--- config.mk ---
export PLATFORM = sky130hd
export DESIGN_NAME = inst_buffer_flat
export DESIGN_NICKNAME = d
export VERILOG_FILES = /design/src/rtl/inst_buffer_pkg.sv /design/src/rtl/inst_buffer_if.sv /design/src/rtl/inst_buffer.sv /design/src/flat_wrapper.sv
export SDC_FILE = /design/constraint.sdc
export NUM_CORES = 1
export LEC_CHECK = 0
export ABC_AREA = 1
export CORE_MARGIN = 4
export CORE_UTILIZATION = 64
export DETAILED_ROUTE_END_ITERATION = 12
export DONT_BUFFER_PORTS = 1
export MAX_ROUTING_LAYER = met4
export PLACE_DENSITY = 0.84
export SYNTH_ARGS = -nofsm -noshare
export SYNTH_HDL_FRONTEND = slang
export SYNTH_SLANG_ARGS = --single-unit
--- constraint.sdc ---
create_clock -name clock -period 22.4 [get_ports clock]
set_clock_uncertainty 0.1 [all_clocks]
set_input_delay 2.24 -clock clock [delete_from_list [all_inputs] [get_ports clock]]
set_output_delay 2.24 -clock clock [all_outputs]
set_load 0.005 [all_outputs]
--- src/rtl/inst_buffer_pkg.sv ---
// Shared dispatch-stage types for the instruction buffer: the decoded
// packet handed to the reservation station and the default buffer depth.
package inst_buffer_pkg;

  localparam int IB_SIZE = 8;

  typedef struct packed {
    logic        valid;
    logic [31:0] PC;
    logic [31:0] inst;
    logic [4:0]  dest_reg_idx;
  } DP_RS_PACKET;

endpackage

--- src/rtl/inst_buffer_if.sv ---
// Fetch/decode-to-dispatch channel: enqueue side (if_valid/if_packet, backpressured
// by full) and dequeue side (dp_rs_packet/ib_valid, consumed by read_enable).
interface inst_buffer_if
  import inst_buffer_pkg::*;
#(
  parameter int IB_DEPTH = IB_SIZE
);

  // Handshake: a packet moves in when if_valid is high and full is low at the
  // rising edge; the head moves out when ib_valid and read_enable are both high.
  logic                      if_valid;
  DP_RS_PACKET               if_packet;
  logic                      full;
  logic                      read_enable;
  DP_RS_PACKET               dp_rs_packet;
  logic                      ib_valid;
  logic [$clog2(IB_DEPTH):0] count;

  modport master (
    output if_valid, if_packet, read_enable,
    input  full, dp_rs_packet, ib_valid, count
  );

  modport slave (
    input  if_valid, if_packet, read_enable,
    output full, dp_rs_packet, ib_valid, count
  );

endinterface

--- src/rtl/inst_buffer.sv ---
// Circular instruction buffer between decode and the reservation station.
// Full/empty come only from the registered count; flush squashes everything.
module inst_buffer
  import inst_buffer_pkg::*;
#(
  parameter int IB_DEPTH = IB_SIZE
) (
  input  logic        clock,
  input  logic        reset,
  input  logic        flush,
  inst_buffer_if.slave ib
);

  localparam int PW = $clog2(IB_DEPTH);
  localparam int CW = PW + 1;

  DP_RS_PACKET     entries [IB_DEPTH];
  logic [PW-1:0]   head;
  logic [PW-1:0]   tail;
  logic [CW-1:0]   count_q;
  logic            enq;
  logic            deq;
  logic            empty;

  assign empty    = (count_q == '0);
  assign ib.full  = (count_q == CW'(IB_DEPTH));
  assign ib.ib_valid = !empty;
  assign ib.count = count_q;

  // No same-cycle dequeue credit: a full buffer refuses enqueue outright.
  assign enq = ib.if_valid && !ib.full && !flush;
  assign deq = ib.read_enable && !empty && !flush;

  always_comb begin
    ib.dp_rs_packet = '0;
    if (!empty) begin
      ib.dp_rs_packet = entries[head];
    end
  end

  always_ff @(posedge clock or posedge reset) begin
    if (reset) begin
      head    <= '0;
      tail    <= '0;
      count_q <= '0;
      for (int i = 0; i < IB_DEPTH; i++) begin
        entries[i] <= '0;
      end
    end else if (flush) begin
      head    <= '0;
      tail    <= '0;
      count_q <= '0;
      for (int i = 0; i < IB_DEPTH; i++) begin
        entries[i].valid <= 1'b0;
      end
    end else begin
      if (enq) begin
        entries[tail]       <= ib.if_packet;
        entries[tail].valid <= 1'b1;
        tail                <= tail + PW'(1);
      end
      if (deq) begin
        entries[head].valid <= 1'b0;
        head                <= head + PW'(1);
      end
      case ({enq, deq})
        2'b10:   count_q <= count_q + CW'(1);
        2'b01:   count_q <= count_q - CW'(1);
        default: count_q <= count_q;
      endcase
    end
  end

endmodule

--- src/flat_wrapper.sv ---
// flat-port wrapper written by rule: the top's interface ports become plain ports
module inst_buffer_flat import inst_buffer_pkg::*;
#(
  parameter int IB_DEPTH = IB_SIZE
)
  (clock, reset, flush, ib_if_valid, ib_if_packet, ib_read_enable, ib_full, ib_dp_rs_packet, ib_ib_valid, ib_count);
  inst_buffer_if #(.IB_DEPTH(IB_DEPTH)) ib_i ();
  input  logic clock;
  input  logic reset;
  input  logic flush;
  input wire logic [$bits(ib_i.if_valid)-1:0] ib_if_valid;
  input wire logic [$bits(ib_i.if_packet)-1:0] ib_if_packet;
  input wire logic [$bits(ib_i.read_enable)-1:0] ib_read_enable;
  output wire logic [$bits(ib_i.full)-1:0] ib_full;
  output wire logic [$bits(ib_i.dp_rs_packet)-1:0] ib_dp_rs_packet;
  output wire logic [$bits(ib_i.ib_valid)-1:0] ib_ib_valid;
  output wire logic [$bits(ib_i.count)-1:0] ib_count;
  assign ib_i.if_valid = ib_if_valid;
  assign ib_i.if_packet = ib_if_packet;
  assign ib_i.read_enable = ib_read_enable;
  assign ib_full = ib_i.full;
  assign ib_dp_rs_packet = ib_i.dp_rs_packet;
  assign ib_ib_valid = ib_i.ib_valid;
  assign ib_count = ib_i.count;
  inst_buffer #(.IB_DEPTH(IB_DEPTH)) u_core (.clock(clock), .reset(reset), .flush(flush), .ib(ib_i));
endmodule
Word level (Yosys, flattened, before mapping)

Index checks and enable logic that the tools add are counted.

Logic and storage cells: 91
Register bits: 570
Input port bits: 75
Output and inout port bits: 76

Add/sub/neg operators: 4
Magnitude comparators: 4
Reduce and logical (&&, ||, !) cells: 13
Bitwise operators: 2
Multiplexer cells: 30
Equal/unequal tests: 3

Operators by type and width:

| cell                  | number |
|---|---|
| $bwmux W560           | 3 |
| $mux W560             | 3 |
| $demux W70 S3         | 3 |
| $mux W70              | 6 |
| $bmux W70 S3          | 1 |
| $mux W3               | 4 |
| $ge A4 B4 Y1 const B  | 2 |
| $lt A4 B1 Y1 const B  | 2 |
| $mux W1               | 8 |
| $not A3 Y4            | 2 |
| $pmux W4 S2           | 1 |
| $add A3 B1 Y3 const B | 2 |
| $logic_and A1 B1 Y1   | 6 |
| $add A4 B1 Y4 const B | 1 |
| $eq A4 B4 Y1 const B  | 1 |
| $logic_not A4 Y1      | 1 |
| $mux W4               | 1 |
| $reduce_bool A2 Y1    | 2 |
| $sub A4 B1 Y4 const B | 1 |
| $logic_not A1 Y1      | 3 |
| $reduce_bool A3 Y1    | 1 |
| $eq A2 B1 Y1 const B  | 1 |
| $eq A2 B2 Y1 const B  | 1 |

Logic depth before layout (Yosys ltp)

Gate-level depths: netlist (run 1).

Depth after elaboration: 12
Gate-level depth with buffers: 14
Mapped depth without buffers: 14

Worst setup path after synthesis (run 1)

OpenSTA, ideal clock, no wires.

Path type: flip-flop to output port
Start: register u_core.head[0]
End: output port ib_dp_rs_packet[28]
Stages on the path, launching flop included: 7
Data arrival time: 1395 ps
Setup slack: 18665 ps
Path buffers: 3
Required time: 20060 ps
Cell sequence: dfrtp_1 inv_2 buf_2 buf_2 clkbuf_1 o21ai_0 a41oi_1

Word-level cells in the longest chain between the ends: 5

RTL lines:

| what                                        | RTL line           | source |
|---|---|---|
| from (decl)                                 | inst_buffer.sv:18  | `logic [PW-1:0] head;` |
| from (signal assigned)                      | inst_buffer.sv:64  | `head <= head + PW'(1);` |
| $not A3 Y4 (not written as such)            | inst_buffer.sv:37  | `ib.dp_rs_packet = entries[head];` |
| $bmux W70 S3                                | inst_buffer.sv:37  |  |
| $mux W70 (not written as such) (2 in a row) | inst_buffer.sv:37  |  |
| $mux W70                                    | inst_buffer.sv:36  | `if (!empty) begin` |
| to (decl)                                   | flat_wrapper.sv:15 | `output wire logic [$bits(ib_i.dp_rs_packet)-1:0] ib_dp_rs_packet;` |

Every way passes these cells. The select of a mux whose other input is x is not followed.

Final worst setup path (run 1)

Start: register u_core.head[0]
End: output port ib_dp_rs_packet[9]

The elaborated chain is that of the path after synthesis.

==> impl_metrics.yaml, run 1 <==
place:
  placed_cells: 3315
  post-place-ws_ns: 17.15
  dpl.hpwl_um: 33400
  io_buffers: 0
  routabilityCongestion: 0.842
synthesis:
  syn_nets: 3074
  ys_ff_latch: 570
  synth_common_cells: "o21ai_0, nand2_1, dfrtp_1"
  synth-async-reset-ratio_pct: 100
  synthFlopType: "dfrtp_1"
  synthTopCellsByArea: "dfrtp_1, o21ai_0, nand2_1"
  synth_area_um2: 25300
  synth_top_cell_area_share_pct: 56.3
  synth_edf_count: 0
  yosysUniqueCellTypes: 31
  yosysWarnings: 0
  syn_area_per_cell_um2: 8.45
  synthCells: 2995
  ys_seq_area_share_pct: 56.3
  yosys.area.top_type: "dfrtp_1"
  synth.most_common_cell: "o21ai_0"
clock_network:
  cts_buffer_depth: 3
  ctsResizeCount: 0
  root_buffer: "clkbuf_16"
  holdBufCountCts: 0
  clk_pin_slew_ns: 0.06
  cts_sinks: 570
  clkLatencyLatePin_ns: 0.59
  cts_htree_levels: 2
  cts_setup_buffers: 0
  cts_tree: "yes"
  numCtsBuffers: 58
worst_setup_path:
  cp_max_fo: 107
  end_kind: "output port"
  crit_required_ns: 20.06
  worstSetupPathType: "flop to output port"
  cp_data_arrival_time_ns: 3.60
  crit_path_start_kind: "flop"
timing:
  setup_tns_ns: 0
  whs_ns: 0.379
  slew_viol_final: 0
  fmax_mhz: 168
  rsz0062_at_grt: "false"
  maxSlewHeadroom_pct: 19.6
  setup_slack_ns: 16.46
  period_minus_slack_ns: 5.94
  finalHoldViolations: 0
  tightest_slew_ns: 1.21
  period_share_pct: 26.5
  setup_viol: 0
run:
  drv_cap: 0
grt:
  grt_max_degree: 223
  grt_pass1_vias: 20247
  overflow: 0
  grt_first_pass_wirelength_um: 105000
  antenna_found_initial: 1
  groute.usage.overall_pct: 31.3
finish:
  utilization_pct: 69.6
  area_growth_syn_to_layout_pct: 7.00
  fillers: 2898
  nets: 2936
  drive_gt1_share_pct: 5.78
  stdcell_count: 3426
floorplan:
  rows: 72
  fp.dieW_um: 207
  die_area_um2: 42800
  dieHeight_um: 207
  io_pins: 151
  core_area_um2: 38900
  start_util_pct: 65.1
power:
  ir_worst_vdd_mv: 0.0976
  powerDensity_nw_per_um2: 124
  leakagePower_nw: 12.2
worst_hold_path:
  hold_path_class: "flop to flop"
drt:
  vias: 20850
  dr.pass1.iters: 6
  ant_nets: 0
  drt_iter0_drc: 2426
  wirelength_um: 65100
  via_per_inst: 6.09
  drc: 0
  wl_per_cell_um: 19.0
outcome:
  status: "completed"
power breakdown:
group,leakage [nW],total [mW],internal (mW),switching [mW]
clock,1.00,0.994,0.595,0.399
combinational,3.55,0.926,0.294,0.632
sequential,7.60,1.44,1.28,0.156
total,12.2,3.36,2.17,1.19
critical path: stages (launching register included):
cell	delay, ns
dfrtp_4	0.77
inv_6	0.55
buf_4	0.84
o21ai_0	0.30
a41oi_1	0.46
cells in the final DEF, fill, tap and decap left out, types with 21 or more instances in the layout:
cell,netlist,final
a41oi_1,70,70
buf_4,37,21
clkbuf_16,0,61
dfrtp_1,570,569
inv_1,95,94
nand2_1,579,577
nor2_1,565,565
o21ai_0,723,723
o21ai_1,97,97
o21ai_2,21,21
per-layer routing:
layer | GRT usage (%) | up-vias | wire length, um
met3 | 6.73 | 161 | 6220
li1 | - | 9620 | -
met2 | 50.6 | 1011 | 31400
met4 | 10.3 | 0 | 1840
met1 | 39.9 | 10058 | 25700
met5 | - | - | 0
per-stage QoR:
stage                     area, um2  power (mW)
after floorplan               25300        2.10
after global placement        25100        2.31
after detailed placement      25100        2.36
after CTS                     27100        3.36
after global routing          27100        3.56
final                         27100        3.36
area by class of cell:
class | instances | area, um2 | area share (%)
tap | 518 | 648 | 2.39
sequential | 570 | 14300 | 52.7
clock buffer | 89 | 1790 | 6.61
multi-input combinational | 2102 | 9590 | 35.4
timing repair buffer | 22 | 178 | 0.656
inverter | 103 | 399 | 1.47
clock inverter | 21 | 215 | 0.794
antenna | 1 | 2.50 | 0.00924
worst paths after layout:
path                                     from                         end  slack (ns)  cells after the start
setup / recovery               u_core.head[0]          ib_dp_rs_packet[9]       16.46                      4
hold / removal                           flop                        flop        0.38                      2
setup reg to reg           u_core.ib.count[0]                        flop       19.28                      8
hold reg to reg                          flop                        flop        0.38                      2
max in group asynchronous               reset              u_core.head[0]       18.08                      3
min in group asynchronous               reset  asynchronous set/reset pin        1.62                      1
cells by family after synthesis:
| kind of cell | Yosys count | share of synthesized area [%] |
|---|---|---|
| xor gates and xnor gates | 1 | 0.0346 |
| buffers and inverters | 323 | 6.03 |
| adders and majority gates | 4 | 0.198 |
| DFF | 570 | 56.3 |
| AOI/OAI and AO/OA | 929 | 19.8 |
| and+or+nand+nor | 1168 | 17.6 |
Note: power is estimated with default switching activity, not from simulation.
==> run 2, diff against run 1 <==
==> constraint.sdc (replaced) <==
create_clock -name clock -period 6.12 [get_ports clock]
set_clock_uncertainty 0.1 [all_clocks]
set_input_delay 0.612 -clock clock [delete_from_list [all_inputs] [get_ports clock]]
set_output_delay 0.612 -clock clock [all_outputs]
set_load 0.005 [all_outputs]
==> run 2 against run 1 <==
Net effect:
- critical endpoint is now ib_dp_rs_packet[24]
- combinational power grew to 3.7 times the previous value
- sequential power grew to 3.7 times the previous value
- routed wire length grew 1.8%
- flip-flop and latch count is the same
- core utilization shrank 0.068 points
- sequential share of layout area grew 0.051 points
- global-route usage grew 0.42 points
==> impl_metrics.yaml, run 2 (synthesis gave the netlist of run 1 again) <==
grt:
  grt_max_degree: 233
  groute.usage.overall_pct: 31.7
  antenna_found_initial: 3
  grt_pass1_vias: 20206
  grt_first_pass_wirelength_um: 106000
  overflow: 0
power:
  leakagePower_nw: 12.1
  p_clk_share_pct: 29.0
  powerDensity_nw_per_um2: 451
  switchingPower_mw: 4.34
  seq_power_share_pct: 43.1
  ir_worst_vdd_mv: 0.379
  internal_power_mw: 7.88
  netSwitchingFraction_pct: 35.5
  combPwrFrac_pct: 28.0
floorplan:
  die_area_um2: 42800
  rows: 72
  start_util_pct: 65.1
  fp.dieW_um: 207
  dieHeight_um: 207
  core_area_um2: 38900
  io_pins: 151
drt:
  drt_iter0_drc: 2652
  dr.pass1.iters: 6
  via_per_inst: 6.11
  vias: 20927
  wl_per_cell_um: 19.4
  wirelength_um: 66300
  ant_nets: 0
  drc: 0
worst_setup_path:
  worstSetupPathType: "flop to output port"
  reg2reg_slack_ns: 2.93
  r2r-start: "u_core.ib.count[1]"
  cp_max_fo: 147
  crit_path_start_kind: "flop"
  crit_required_ns: 5.41
  cp_data_arrival_time_ns: 3.67
  end_kind: "output port"
  reg2regPathDepth: 7
  rr_endpoint: "u_core.entries[209]"
place:
  dpl.hpwl_um: 34600
  routabilityCongestion: 0.863
  placed_cells: 3315
  io_buffers: 0
finish:
  area_growth_syn_to_layout_pct: 6.89
  nets: 2937
  layout_common_cells: "o21ai_0, nand2_1, dfrtp_1"
  fillers: 2914
  drive_gt1_share_pct: 5.48
  layout_commonest_cell: "o21ai_0"
  stdcell_count: 3424
clock_network:
  root_buffer: "clkbuf_16"
  clk_pin_slew_ns: 0.06
  cts_sinks: 570
  cts_htree_levels: 2
  clkLatencyLatePin_ns: 0.60
  cts_tree: "yes"
  cts_buffer_depth: 3
  cts_setup_buffers: 0
  numCtsBuffers: 57
timing:
  fmax_mhz: 228
  setup_viol: 0
  slew_viol_final: 0
  setup_tns_ns: 0
  period_share_pct: 71.7
  rsz0062_at_grt: "false"
  finalHoldViolations: 0
  period_minus_slack_ns: 4.39
  tightest_slew_ns: 1.21
  maxSlewHeadroom_pct: 19.6
worst_hold_path:
  hold_path_class: "primary input to flop"
  hold_depth: 2
  min_from: "flush"
  hold_end: "u_core.tail[2]"
outcome:
  status: "completed"
run:
  drv_cap: 0
-- run 2: cell count changes in the layout (fill, tap and decap cells not counted), moves of 2 or more --
cell           before  now
clkinv_2           14    9
buf_12              1    4
buf_4              21   18
clkbuf_1           12   15
clkbuf_16          61   59
diode_2             1    3
dlygate4sd3_1       0    2
-- run 2: final cells by class --
| class | instances | area [um2] | share of cell area, % |
|---|---|---|---|
| flip-flops and latches | 570 | 14300 | 52.7 |
| multi-input cells | 2102 | 9590 | 35.4 |
| clock buffers | 89 | 1740 | 6.43 |
| well taps | 518 | 648 | 2.39 |
| inverters | 103 | 395 | 1.46 |
| repair buffers | 24 | 235 | 0.869 |
| clock inverters | 15 | 183 | 0.675 |
| diodes | 3 | 7.51 | 0.0277 |
-- run 2: layer usage --
metal  part of all wire [%]  track usage, %  up-vias
met3                    9.0            6.01      175
met5                      0               -        -
met2                     48            49.8     1019
met4                    3.2            12.0        0
li1                       -               -     9614
met1                     40            41.7    10119
-- run 2: timing repair --
item                                    4_1_cts  5_1_grt
endpoints found under the hold margin        26        0
resized for setup                             0        0
endpoints found under the setup margin        0        0
hold buffers                                  2        0
-- run 2: worst max path at each step --
| stage | startpoint | end | slack [ns] | cells after the start |
|---|---|---|---|---|
| 2_1_floorplan | reset | asynchronous set/reset pin | -2.36 | 1 |
| 3_3_place_gp | u_core.head[0] | ib_dp_rs_packet[27] | 2.60 | 4 |
| 3_5_place_dp | u_core.head[0] | ib_dp_rs_packet[21] | 2.57 | 4 |
| 4_1_cts | u_core.head[0] | ib_dp_rs_packet[9] | 1.89 | 4 |
| 5_1_grt | u_core.head[0] | ib_dp_rs_packet[27] | 1.57 | 4 |
| 6_report | u_core.head[0] | ib_dp_rs_packet[24] | 1.73 | 4 |
-- run 2: power groups by stage --
stage | sequential [mW] | combinational (mW) | clock (mW)
after global routing | 5.36 | 3.84 | 3.74
final | 5.26 | 3.41 | 3.54
after detailed placement | 5.29 | 3.35 | 0
after CTS | 5.24 | 3.39 | 3.58
after floorplan | 5.11 | 2.58 | 0
after global placement | 5.23 | 3.23 | 0
-- run 2: through the flow --
| step | instance area, um2 | total power, mW | util [%] | hold WS, ns | setup slack (ns) |
|---|---|---|---|---|---|
| floorplan | 25300 | 7.69 | - | 0.348 | -2.36 |
| global placement | 25100 | 8.46 | 64.5 | 0.360 | 2.60 |
| detailed placement | 25100 | 8.64 | 64.5 | 0.367 | 2.57 |
| CTS | 27100 | 12.2 | 69.5 | 0.0255 | 1.89 |
| global route | 27100 | 12.9 | 69.6 | 0.0410 | 1.57 |
| finish | 27100 | 12.2 | 69.6 | 0.0564 | 1.73 |
-- run 2: critical path: stages (launching register included) --
cell     delay, ns
dfrtp_4       0.73
inv_6         0.78
buf_4         0.67
o21ai_0       0.29
a41oi_1       0.48
==> run 3, diff against run 2 <==
==> constraint.sdc (replaced) <==
create_clock -name clock -period 4.5 [get_ports clock]
set_clock_uncertainty 0.1 [all_clocks]
set_input_delay 0.45 -clock clock [delete_from_list [all_inputs] [get_ports clock]]
set_output_delay 0.45 -clock clock [all_outputs]
set_load 0.005 [all_outputs]
==> run 3 against run 2 <==
Net effect:
- sequential share of layout area is 0.85 points lower
- clock-buffer cell count is 3 higher
- design area is 1.6% higher
- highest routed layer unchanged
==> impl_metrics.yaml, run 3 (synthesis gave the netlist of run 1 again) <==
outcome:
  status: "completed"
worst_setup_path:
  reg2regPathDepth: 7
  end_kind: "output port"
  reg2reg_slack_ns: 1.43
  crit_path_start_kind: "flop"
  cp_data_arrival_time_ns: 2.89
  r2r-start: "u_core.ib.count[1]"
  worstSetupPathType: "flop to output port"
  cp_max_fo: 38
  crit_required_ns: 3.95
worst_hold_path:
  hold_path_class: "primary input to flop"
  hold_depth: 2
  min_from: "ib_if_packet[52]"
grt:
  grt_pass1_vias: 20220
  overflow: 0
  grt_first_pass_wirelength_um: 106000
  grt_max_degree: 216
  antenna_found_initial: 2
  groute.usage.overall_pct: 31.6
clock_network:
  root_buffer: "clkbuf_16"
  cts_buffer_depth: 3
  clkLatencyLatePin_ns: 0.60
  numCtsBuffers: 56
  cts_htree_levels: 2
  cts_tree: "yes"
  ctsResizeCount: 0
  clk_pin_slew_ns: 0.06
  cts_sinks: 570
drt:
  wirelength_um: 65600
  wl_per_cell_um: 18.9
  dr.pass1.iters: 5
  drc: 0
  drt_iter0_drc: 2546
  via_per_inst: 6.04
  ant_nets: 0
  vias: 20953
floorplan:
  rows: 72
  dieHeight_um: 207
  fp.dieW_um: 207
  die_area_um2: 42800
  io_pins: 151
  start_util_pct: 65.1
  core_area_um2: 38900
place:
  dpl.hpwl_um: 35700
  io_buffers: 0
  routabilityCongestion: 0.853
  post-place-ws_ns: 1.56
  placed_cells: 3331
timing:
  maxSlewHeadroom_pct: 22.3
  fmax_mhz: 291
  period_minus_slack_ns: 3.44
  setup_slack_ns: 1.06
  setup_viol: 0
  finalHoldViolations: 0
  tightest_slew_ns: 1.17
  period_share_pct: 76.4
  rsz0062_at_grt: "false"
  slew_viol_final: 0
run:
  drv_cap: 0
power:
  leakagePower_nw: 12.3
  ir_worst_vdd_mv: 0.588
  powerDensity_nw_per_um2: 604
finish:
  stdcell_count: 3470
  layout_common_cells: "o21ai_0, nand2_1, dfrtp_1"
  drive_gt1_share_pct: 5.69
  layout_commonest_cell: "o21ai_0"
  area_growth_syn_to_layout_pct: 8.65
  nets: 2985
[run 3: changes by cell type in the layout (fill, tap and decap cells not counted)]
| cell | delta |
|---|---|
| clkbuf_16 | -2 |
| dlygate4sd3_1 | +33 |
| inv_6 | +1 |
| clkinv_4 | -1 |
| diode_2 | -1 |
| buf_4 | +12 |
| clkinvlp_4 | +1 |
| buf_12 | +4 |
| clkinv_2 | -6 |
| clkbuf_1 | +5 |
[run 3: area by class of cell]
type,count,area (um2)
inverters,103,395
repair buffers,73,736
clock inverters,10,160
well taps,518,648
clock buffers,92,1710
fillers,2849,11400
diodes,2,5.00
flip-flops and latches,570,14300
multi-input cells,2102,9590
[run 3: worst max-delay path, cell delays in order (launching register included)]
cell,delay [ns]
dfrtp_1,0.44
inv_1,0.12
nand2_2,0.55
buf_12,0.46
nor2_1,0.13
o21ai_0,0.09
a41oi_1,0.50
[run 3: per-layer routing]
layer / share of wire, % / global-route usage [%]
met3: 8.6 / 5.80
met4: 3.1 / 12.1
met1: 40 / 41.3
met2: 48 / 50.1
met5: 0 / -
[run 3: per-stage QoR]
step | TNS, ns | utilization [%] | area (um2) | power (mW) | hold slack, ns
after global routing | 0 | 70.7 | 27500 | 17.6 | 0.0216
final | 0 | 70.7 | 27500 | 16.6 | 0.0173
after detailed placement | 0 | 65.0 | 25300 | 11.8 | 0.367
after floorplan | -2173.75 | - | 25300 | 10.5 | 0.348
after global placement | 0 | 65.0 | 25300 | 11.6 | 0.360
after CTS | 0 | 70.7 | 27500 | 16.6 | 0.000577
[run 3: worst max path at each step]
stage | startpoint | to | slack [ns] | depth (start not counted)
final | u_core.head[1] | ib_dp_rs_packet[33] | 1.06 | 6
after global routing | u_core.head[1] | ib_dp_rs_packet[33] | 0.92 | 6
after CTS | u_core.head[1] | ib_dp_rs_packet[33] | 1.04 | 6
after detailed placement | u_core.ib.count[1] | flop | 1.56 | 7
after global placement | u_core.ib.count[1] | flop | 1.65 | 7
after floorplan | reset | asynchronous set/reset pin | -3.81 | 1
[run 3: where the power goes]
group / internal (mW) / switching (mW)
Clock: 2.80 / 1.94
Sequential: 6.38 / 0.693
Combinational: 1.55 / 3.24
Total: 10.7 / 5.87
[run 3: timing repair]
action,4_1_cts,5_1_grt
hold buffers,35,0
buffers inserted,0,0
hold endpoints to repair,70,0
